`src/rtl/store_buffer.sv`:
```
// ---------------------------------------------------------------------------
// store_buffer
//
// Posted-write FIFO sitting between the MEM-stage pipeline register and the
// data memory write port.  Committed stores (word / half / byte) are accepted
// in one cycle and drained to DM one per cycle, strictly in program order.
// A load whose word index matches any still-pending store raises ld_hazard.
//
// Ports
//   clk, reset         clock; synchronous active-high reset
//   st_valid/st_ready  store handshake; st_addr, st_data, st_width, st_pc
//                      describe the store (width 0=word, 1=half, 2=byte;
//                      width 3 is dropped)
//   ld_valid, ld_addr  load in MEM this cycle; ld_hazard = must stall
//   dm_busy            DM write port unavailable, inhibits draining
//   dm_we, dm_addr, dm_wd, dm_width, dm_pc
//                      DM write port, driven from the head entry
//   empty, count       occupancy (registered state only)
// ---------------------------------------------------------------------------
module store_buffer #(
   parameter int DEPTH = 4,
   parameter int AW    = 12
) (
   input  logic                     clk,
   input  logic                     reset,
   input  logic                     st_valid,
   input  logic [31:0]              st_addr,
   input  logic [31:0]              st_data,
   input  logic [1:0]               st_width,
   input  logic [31:0]              st_pc,
   output logic                     st_ready,
   input  logic                     ld_valid,
   input  logic [31:0]              ld_addr,
   output logic                     ld_hazard,
   input  logic                     dm_busy,
   output logic                     dm_we,
   output logic [31:0]              dm_addr,
   output logic [31:0]              dm_wd,
   output logic [1:0]               dm_width,
   output logic [31:0]              dm_pc,
   output logic                     empty,
   output logic [$clog2(DEPTH):0]   count
);

   localparam int PW = $clog2(DEPTH);
   localparam logic [PW:0] FULL = (PW+1)'(DEPTH);

   logic [PW-1:0] wr_ptr_q, wr_ptr_d;
   logic [PW-1:0] rd_ptr_q, rd_ptr_d;
   logic [PW:0]   count_q, count_d;

   logic [31:0]   ent_addr_q  [DEPTH];
   logic [31:0]   ent_addr_d  [DEPTH];
   logic [31:0]   ent_data_q  [DEPTH];
   logic [31:0]   ent_data_d  [DEPTH];
   logic [1:0]    ent_width_q [DEPTH];
   logic [1:0]    ent_width_d [DEPTH];
   logic [31:0]   ent_pc_q    [DEPTH];
   logic [31:0]   ent_pc_d    [DEPTH];

   logic          push;
   logic          pop;
   logic          hit;
   logic [PW-1:0] offset;

   // Only the word-index bits of a load address take part in the compare.
   logic          ld_addr_unused;
   assign ld_addr_unused = ^{ld_addr[31:AW+2], ld_addr[1:0]};

   // -----------------------------------------------------------------------
   // Handshake, drain and outputs
   // -----------------------------------------------------------------------
   always_comb begin
      empty    = (count_q == '0);
      count    = count_q;
      // Readiness looks only at current occupancy: no bypass on a full
      // buffer even when the head drains in the same cycle.
      st_ready = (count_q != FULL);
      push     = st_valid & st_ready & (st_width != 2'd3);
      dm_we    = !empty & !dm_busy;
      pop      = dm_we;

      dm_addr  = '0;
      dm_wd    = '0;
      dm_width = '0;
      dm_pc    = '0;
      if (!empty) begin
         dm_addr  = ent_addr_q[rd_ptr_q];
         dm_wd    = ent_data_q[rd_ptr_q];
         dm_width = ent_width_q[rd_ptr_q];
         dm_pc    = ent_pc_q[rd_ptr_q];
      end
   end

   // -----------------------------------------------------------------------
   // Load hazard: entry i is occupied when its distance from the head
   // (modulo DEPTH) is below the occupancy.  The head still counts while
   // it is being written this cycle.
   // -----------------------------------------------------------------------
   always_comb begin
      hit    = 1'b0;
      offset = '0;
      for (int unsigned i = 0; i < DEPTH; i++) begin
         offset = PW'(i) - rd_ptr_q;
         if (({1'b0, offset} < count_q) &&
             (ent_addr_q[i][AW+1:2] == ld_addr[AW+1:2])) begin
            hit = 1'b1;
         end
      end
      ld_hazard = ld_valid & hit;
   end

   // -----------------------------------------------------------------------
   // Pointer / occupancy next state
   // -----------------------------------------------------------------------
   always_comb begin
      wr_ptr_d = wr_ptr_q;
      rd_ptr_d = rd_ptr_q;
      count_d  = count_q;
      if (push) begin
         wr_ptr_d = wr_ptr_q + 1'b1;
      end
      if (pop) begin
         rd_ptr_d = rd_ptr_q + 1'b1;
      end
      case ({push, pop})
         2'b10:   count_d = count_q + 1'b1;
         2'b01:   count_d = count_q - 1'b1;
         default: count_d = count_q;
      endcase
   end

   // -----------------------------------------------------------------------
   // Entry storage next state
   // -----------------------------------------------------------------------
   always_comb begin
      ent_addr_d  = ent_addr_q;
      ent_data_d  = ent_data_q;
      ent_width_d = ent_width_q;
      ent_pc_d    = ent_pc_q;
      if (push) begin
         ent_addr_d[wr_ptr_q]  = st_addr;
         ent_data_d[wr_ptr_q]  = st_data;
         ent_width_d[wr_ptr_q] = st_width;
         ent_pc_d[wr_ptr_q]    = st_pc;
      end
   end

   always_ff @(posedge clk) begin
      if (reset) begin
         wr_ptr_q <= '0;
         rd_ptr_q <= '0;
         count_q  <= '0;
      end else begin
         wr_ptr_q <= wr_ptr_d;
         rd_ptr_q <= rd_ptr_d;
         count_q  <= count_d;
      end
   end

   // Entry contents need no reset; occupancy alone decides validity.
   always_ff @(posedge clk) begin
      ent_addr_q  <= ent_addr_d;
      ent_data_q  <= ent_data_d;
      ent_width_q <= ent_width_d;
      ent_pc_q    <= ent_pc_d;
   end

endmodule

```
`config.mk`:
```
export PLATFORM = sky130hd
export DESIGN_NAME = store_buffer
export DESIGN_NICKNAME = d
export VERILOG_FILES = /design/src/rtl/store_buffer.sv
export SDC_FILE = /design/constraint.sdc
export NUM_CORES = 1
export LEC_CHECK = 0
export ABC_CLOCK_PERIOD_IN_PS = 4800
export BUFFER_PORTS_ARGS = -buffer_cell sky130_fd_sc_hd__buf_2
export CORE_AREA = 2 2 234 236
export CTS_CLUSTER_SIZE = 14
export DETAILED_ROUTE_END_ITERATION = 10
export DIE_AREA = 0 0 236 238
export HOLD_SLACK_MARGIN = 0.15
export PLACE_DENSITY = 0.51
export REMOVE_ABC_BUFFERS = 1
export SYNTH_ARGS = -nofsm -noshare
export SYNTH_HDL_FRONTEND = slang
export SYNTH_SLANG_ARGS = --single-unit
```
`constraint.sdc`:
```
create_clock -name clk -period 4.8 [get_ports clk]
set_clock_uncertainty 0.1 [all_clocks]
set_input_delay 0.72 -clock clk [delete_from_list [all_inputs] [get_ports clk]]
set_output_delay 0.72 -clock clk [all_outputs]
set_load 0.02 [all_outputs]
```
==> results_dict.tcl, run 1 <==
set metrics [dict create \
    ys_ff_latch 399 \
    synth.most_common_cell "sky130_fd_sc_hd__edfxtp_1" \
    cts-root-buf "sky130_fd_sc_hd__clkbuf_16" \
    finalWorstPathRequiredPeriod_ns 3.424 \
    die-width_um 236 \
    sequential_share_of_the_synthesized_area_pct 74.77 \
    met1_length_um 15200 \
    synth_enable_flop_cells 392 \
    worstSetupEndpointType "output port" \
    detail_route.first_pass.iterations 4 \
    grt_start_max_net_pins 87 \
    tns_ns 0 \
    hold-path-endpoint "ent_pc_q[82]" \
    globalRoute.totalOverflow 0 \
    drc_errors 0 \
    timing_hold_violations_final 0 \
    clock-sinks 399 \
    cts.path.max_buffers 3 \
    clk_pin_slew_ns 0.06 \
    ys.warnings.count 0 \
    max_cap_viol_count 0 \
    globalRouteTotalUtil_pct 12.53 \
    start_kind "flop" \
    first_global_vias 8372 \
    start_util_pct 29.78 \
    critPathRequiredTime_ns 3.98 \
    synthTopCellsByCount "sky130_fd_sc_hd__edfxtp_1, sky130_fd_sc_hd__mux4_2, sky130_fd_sc_hd__nor2b_1" \
    die_h_um 238 \
    power_density_mw_per_mm2 563.3 \
    slew-limit-headroom_pct 35.79 \
    floorplan.io_pins 240 \
    post_detailed_route_wirelength_per_cell_um 20.40 \
    drtAntennaViolNets 0 \
    cell_type_contributing_the_most_total_cell_area_after_synthesis "sky130_fd_sc_hd__edfxtp_1" \
    die-area_mm2 0.05617 \
    wl_met2_um 16990 \
    r2r.worst_path.cells 5 \
    critical_path_class "flop to output port" \
    syn_avg_cell_area_um2 20.93 \
    fp-row-count 85 \
    leakagePower_nw 6.424 \
    detail_route.iter0.violations 402 \
    achievable-frequency_mhz 292.1 \
    crit_arrival_ns 2.60 \
    syn-instance-count 761 \
    drive_above_1_share_pct 38.99 \
    timing.rr.end "ent_data_q[60]" \
    outcome "complete, no violations" \
    ir_worst_vdd_mv 0.3405 \
    top_layer_used "met5" \
    area_of_the_core_mm2 0.05350 \
    report.final.setup_viol 0 \
    hold_buffers 0 \
    place.gp.congestion 0.7491 \
    synth.top_cells.by_area "sky130_fd_sc_hd__edfxtp_1, sky130_fd_sc_hd__mux4_2, sky130_fd_sc_hd__nor2b_1, sky130_fd_sc_hd__xnor2_1, sky130_fd_sc_hd__dfxtp_1" \
    worst_pin_slew_ns 0.9631 \
    fin_util_pct 35.90 \
    met3WireLength_um 2347 \
    netlist.area_leader.share_pct 73.89 \
    asr_flop_ratio_synth_pct 0 \
    postSynth.topFlopCell "sky130_fd_sc_hd__edfxtp_1" \
    synthesis.area_mm2 0.01593 \
    numCtsBuffers 45 \
    regToRegStartpoint "count[0]" \
    grt_first_pass_wirelength_um 52610 \
    setup.reg_to_reg.worst_slack_ns 2.12 \
    cts.repair_timing.setup_buffer_count 0 \
    worstPathMaxFanout 20 \
    final_net_count 1146 \
    worst_hold_path_type "primary input to flop" \
    areaGrowthSynthToFinish_pct 20.53 \
    rsz0062_at_grt "false" \
    buffer_ports.inserted 219 \
    cts_resized 0 \
    antenna_found_initial 7 \
    final_hpwl_from_detailed_placement_um 21470 \
    tritoncts "built" \
    hold_ws_ns 0.2879 \
    clock_insertion_delay_worst_skew_ns 0.55 \
    synthDistinctLibCells 31 \
    final.period_utilization_pct 71.33 \
    wirelength_um 35270 \
    h-tree-depth 2 \
    viasPerCell 4.534 \
    timing.final.max_slew_violations 0 \
    holdPathStages 1 \
    via_count 7840 \
    min-delay-start "st_pc[18]" \
]
[worst max-delay path, stage by stage (launching register included)]
cell and delay (ns):
sky130_fd_sc_hd__dfxtp_4 0.62, sky130_fd_sc_hd__xnor2_1 0.21, sky130_fd_sc_hd__inv_1 0.07, sky130_fd_sc_hd__ha_1 0.27, sky130_fd_sc_hd__a21oi_1 0.08, sky130_fd_sc_hd__o21ai_0 0.18, sky130_fd_sc_hd__nor3_1 0.07, sky130_fd_sc_hd__o41a_1 0.39
sky130_fd_sc_hd__buf_2 0.17
[layer usage]
layer | GRT usage [%] | vias up
met5 | 0 | -
met4 | 3.320 | 12
met3 | 4.176 | 59
met2 | 20.38 | 195
met1 | 16.10 | 4068
li1 | - | 3506
[cell type report]
| type | instances | area, µm² |
|---|---|---|
| antenna | 2 | 5.005 |
| clock buffer | 55 | 1164 |
| clock inverter | 22 | 187.7 |
| fill | 5011 | 34290 |
| inverter | 8 | 30.03 |
| multi-input combinational | 310 | 3732 |
| sequential | 399 | 11920 |
| tap | 696 | 870.8 |
| timing repair buffer | 237 | 1294 |
[how the worst max path moves through the flow]
stage | to | cells after the start | slack, ns | start
3_3_place_gp | ld_hazard | 7 | 1.85 | ld_addr[8]
2_1_floorplan | ld_hazard | 6 | -1.59 | rd_ptr_q[0]
5_1_grt | dm_pc[9] | 4 | 1.16 | rd_ptr_q[0]
4_1_cts | dm_pc[9] | 4 | 1.26 | rd_ptr_q[0]
6_report | ld_hazard | 8 | 1.38 | rd_ptr_q[0]
3_5_place_dp | ld_hazard | 7 | 1.80 | ld_addr[8]
[cells in the final DEF, fill, tap and decap left out, types with 6 or more instances in the layout]
cell / synthesis / layout
sky130_fd_sc_hd__buf_2: 10 / 219
sky130_fd_sc_hd__and2b_1: 12 / 12
sky130_fd_sc_hd__nor2_1: 10 / 10
sky130_fd_sc_hd__clkinv_1: 0 / 8
sky130_fd_sc_hd__inv_1: 7 / 7
sky130_fd_sc_hd__buf_4: 4 / 13
sky130_fd_sc_hd__edfxtp_1: 392 / 392
sky130_fd_sc_hd__a21oi_1: 6 / 6
sky130_fd_sc_hd__mux4_2: 98 / 98
sky130_fd_sc_hd__clkbuf_1: 20 / 10
sky130_fd_sc_hd__nand4_1: 9 / 9
sky130_fd_sc_hd__clkbuf_16: 0 / 45
sky130_fd_sc_hd__xor2_1: 14 / 14
sky130_fd_sc_hd__clkinv_2: 0 / 6
sky130_fd_sc_hd__nor2b_1: 86 / 86
sky130_fd_sc_hd__xnor2_1: 40 / 40
sky130_fd_sc_hd__ha_1: 9 / 9
[power by group]
| group | internal, W | switching, W |
|---|---|---|
| sequential | 0.00411 | 0.000128 |
| clock | 0.00187 | 0.00131 |
| combinational | 0.00135 | 0.00204 |
| total | 0.00734 | 0.00348 |
[per-stage QoR]
step                power [W]  cell area, µm²  setup slack (ns)  std cells
floorplan            0.006672           15660            -1.588        717
CTS                   0.01107           19200             1.260       1727
detailed placement   0.007827           17850             1.796       1650
finish                0.01082           19200             1.376       1729
global placement     0.007817           17850             1.853       1650
global route          0.01142           19200             1.164       1727
[sequential cells by signal, indices dropped and copies added (netlist names)]
signal       count
ent_data_q     128
rd_ptr_q         2
count            3
wr_ptr_q         2
ent_width_q      8
ent_pc_q       128
ent_addr_q     128
[cells by family (layout without fill, tap and decap cells)]
| group | after synthesis | after routing | synth area share [%] |
|---|---|---|---|
| DFF | 399 | 399 | 74.77 |
| and+or+nand+nor | 136 | 136 | 5.262 |
| muxes | 99 | 99 | 13.92 |
| xor gates and xnor gates | 54 | 54 | 2.969 |
| buffers and inverters | 52 | 322 | 1.869 |
| AOI/OAI and AO/OA | 11 | 11 | 0.3848 |
| adders and majority gates | 10 | 10 | 0.8325 |
| other | 0 | 2 | 0 |
Note: power is estimated with default switching activity, not from simulation.
==> inputs of run 2 (changes only) <==
--- a/config.mk
+++ b/config.mk
@@ -5,14 +5,14 @@
 export SDC_FILE = /design/constraint.sdc
 export NUM_CORES = 1
 export LEC_CHECK = 0
-export ABC_CLOCK_PERIOD_IN_PS = 4800
+export ABC_CLOCK_PERIOD_IN_PS = 2900
 export BUFFER_PORTS_ARGS = -buffer_cell sky130_fd_sc_hd__buf_2
 export CORE_AREA = 2 2 234 236
 export CTS_CLUSTER_SIZE = 14
 export DETAILED_ROUTE_END_ITERATION = 10
 export DIE_AREA = 0 0 236 238
 export HOLD_SLACK_MARGIN = 0.15
-export PLACE_DENSITY = 0.51
+export PLACE_DENSITY = 0.53
 export REMOVE_ABC_BUFFERS = 1
 export SYNTH_ARGS = -nofsm -noshare
 export SYNTH_HDL_FRONTEND = slang
==> constraint.sdc (replaced) <==
create_clock -name clk -period 2.9 [get_ports clk]
set_clock_uncertainty 0.1 [all_clocks]
set_input_delay 0.435 -clock clk [delete_from_list [all_inputs] [get_ports clk]]
set_output_delay 0.435 -clock clk [all_outputs]
set_load 0.02 [all_outputs]
==> results_dict.tcl, run 2 (same netlist as run 1, synthesis figures left out) <==
set metrics [dict create \
    die_h_um 238 \
    first_global_vias 8859 \
    fin_util_pct 38.59 \
    antenna_found_initial 2 \
    floorplan.io_pins 240 \
    grt_max_usage_layer "met2" \
    drtAntennaViolNets 0 \
    finalWorstPathRequiredPeriod_ns 2.849 \
    grt_start_max_net_pins 52 \
    viasPerCell 4.454 \
    die-width_um 236 \
    worstSetupEndpointType "output port" \
    grtUsageMet3_pct 3.737 \
    h-tree-depth 2 \
    cts.path.max_buffers 3 \
    globalRouteTotalUtil_pct 12.91 \
    fp-row-count 85 \
    final_common_cell "sky130_fd_sc_hd__edfxtp_1" \
    ir_worst_vdd_mv 0.5480 \
    slew-limit-headroom_pct 72.78 \
    clk_pin_slew_ns 0.06 \
    buffer_ports.inserted 219 \
    grt_first_pass_wirelength_um 54480 \
    tritoncts "built" \
    drive_above_1_share_pct 36.24 \
    power_density_mw_per_mm2 905.2 \
    areaGrowthSynthToFinish_pct 29.57 \
    worst_hold_path_type "primary input to flop" \
    final_hpwl_from_detailed_placement_um 20770 \
    timing_hold_violations_final 0 \
    clock-sinks 399 \
    final_net_count 1257 \
    mostFrequentLayoutCells "sky130_fd_sc_hd__edfxtp_1, sky130_fd_sc_hd__buf_2, sky130_fd_sc_hd__dlygate4sd3_1" \
    start_util_pct 29.78 \
    grt_util_met2_pct 21.87 \
    critPathRequiredTime_ns 2.37 \
    area_of_the_core_mm2 0.05350 \
    groute.layer.met1.usage_pct 16.15 \
    start_kind "flop" \
    die-area_mm2 0.05617 \
    critical_path_class "flop to output port" \
    wirelength_um 36260 \
    report.final.setup_viol 0 \
    cts-root-buf "sky130_fd_sc_hd__clkbuf_16" \
    numCtsBuffers 45 \
    crit_arrival_ns 2.31 \
    reg_top3 "ent_addr_q x128, ent_data_q x128, ent_pc_q x128" \
    worstPathMaxFanout 6 \
    clock_insertion_delay_worst_skew_ns 0.55 \
    max_cap_viol_count 0 \
    outcome "complete, no violations" \
    drc_errors 0 \
    place.gp.congestion 0.7153 \
    antenna-diode-count 0 \
    final.fill_count 4919 \
    worst_pin_slew_ns 0.4083 \
    globalRoute.totalOverflow 0 \
    final.period_utilization_pct 98.25 \
    hold_ws_ns 0.2087 \
    post_detailed_route_wirelength_per_cell_um 19.66 \
    timing.final.max_slew_violations 0 \
    rsz0062_at_grt "true" \
    detail_route.first_pass.iterations 4 \
    leakagePower_nw 7.024 \
    via_count 8213 \
    achievable-frequency_mhz 351.0 \
    detail_route.iter0.violations 473 \
]
-- run 2: cell count changes in the layout (fill, tap and decap cells not counted), sizes merged --
cell,change
dlygate4sd3,+100
buf,+8
clkinv,+6
clkinvlp,-4
bufbuf,+2
clkbuf,+2
diode,-2
inv,+2
bufinv,+1
-- run 2: final timing paths --
path                     from           to  slack [ns]  depth (start not counted)
hold / removal        dm_busy  rd_ptr_q[1]        0.21                          5
setup reg to reg     count[2]     count[2]        0.43                          9
setup / recovery     count[1]    ld_hazard        0.05                          8
hold reg to reg   wr_ptr_q[1]  wr_ptr_q[1]        0.45                          2
-- run 2: cell type report --
class,count,area [µm²],share of cell area (%)
Clock buffer,56,1167,5.655
Clock inverter,27,231.5,1.121
Inverter,8,30.03,0.1455
Multi-Input combinational cell,310,3742,18.13
Sequential cell,399,11920,57.75
Tap cell,696,870.8,4.219
Timing Repair Buffer,348,2680,12.98
-- run 2: power by group --
part | switching (W) | internal [W] | total, W | leakage [nW]
Clock | 0.00220 | 0.00320 | 0.00540 | 0.679
Combinational | 0.00355 | 0.00276 | 0.00632 | 2.71
Sequential | 0.000162 | 0.00681 | 0.00697 | 3.64
-- run 2: worst max-delay path, stage by stage (launching register included) --
cell and delay, ns:
sky130_fd_sc_hd__dfxtp_2 0.38, sky130_fd_sc_hd__inv_2 0.09, sky130_fd_sc_hd__ha_1 0.31, sky130_fd_sc_hd__a21oi_1 0.13, sky130_fd_sc_hd__nor2_1 0.06, sky130_fd_sc_hd__nor2_1 0.11
sky130_fd_sc_hd__nor4_1 0.07, sky130_fd_sc_hd__o41a_1 0.44, sky130_fd_sc_hd__buf_4 0.17
-- run 2: timing repair --
item / in CTS / in global routing
endpoints found under the hold margin: 399 / 0
pin swaps: 0 / 2
hold buffers: 100 / 0
endpoints found under the setup margin: 48 / 63
gates cloned: 3 / 1
gates resized for setup: 13 / 18
buffers inserted: 8 / 1
-- run 2: metrics by stage --
step / TNS, ns / worst slack [ns] / power (W) / std cells / cell area [µm²]
6_report: 0 / 0.05082 / 0.01868 / 1844 / 20640
5_1_grt: -2.197 / -0.07953 / 0.01969 / 1844 / 20640
4_1_cts: -0.04108 / -0.02162 / 0.01898 / 1842 / 20570
3_5_place_dp: 0 / 0.4205 / 0.01304 / 1648 / 17960
3_3_place_gp: 0 / 0.4551 / 0.01303 / 1648 / 17960
2_1_floorplan: -753.68 / -3.203 / 0.01069 / 717 / 15660
-- run 2: routing by layer --
layer	share of wire [%]	wire length [µm]	up-vias
met4	2.0	710	4
met5	0.074	27	-
met2	50	18030	188
met3	6.1	2212	59
li1	-	-	3748
met1	42	15270	4214
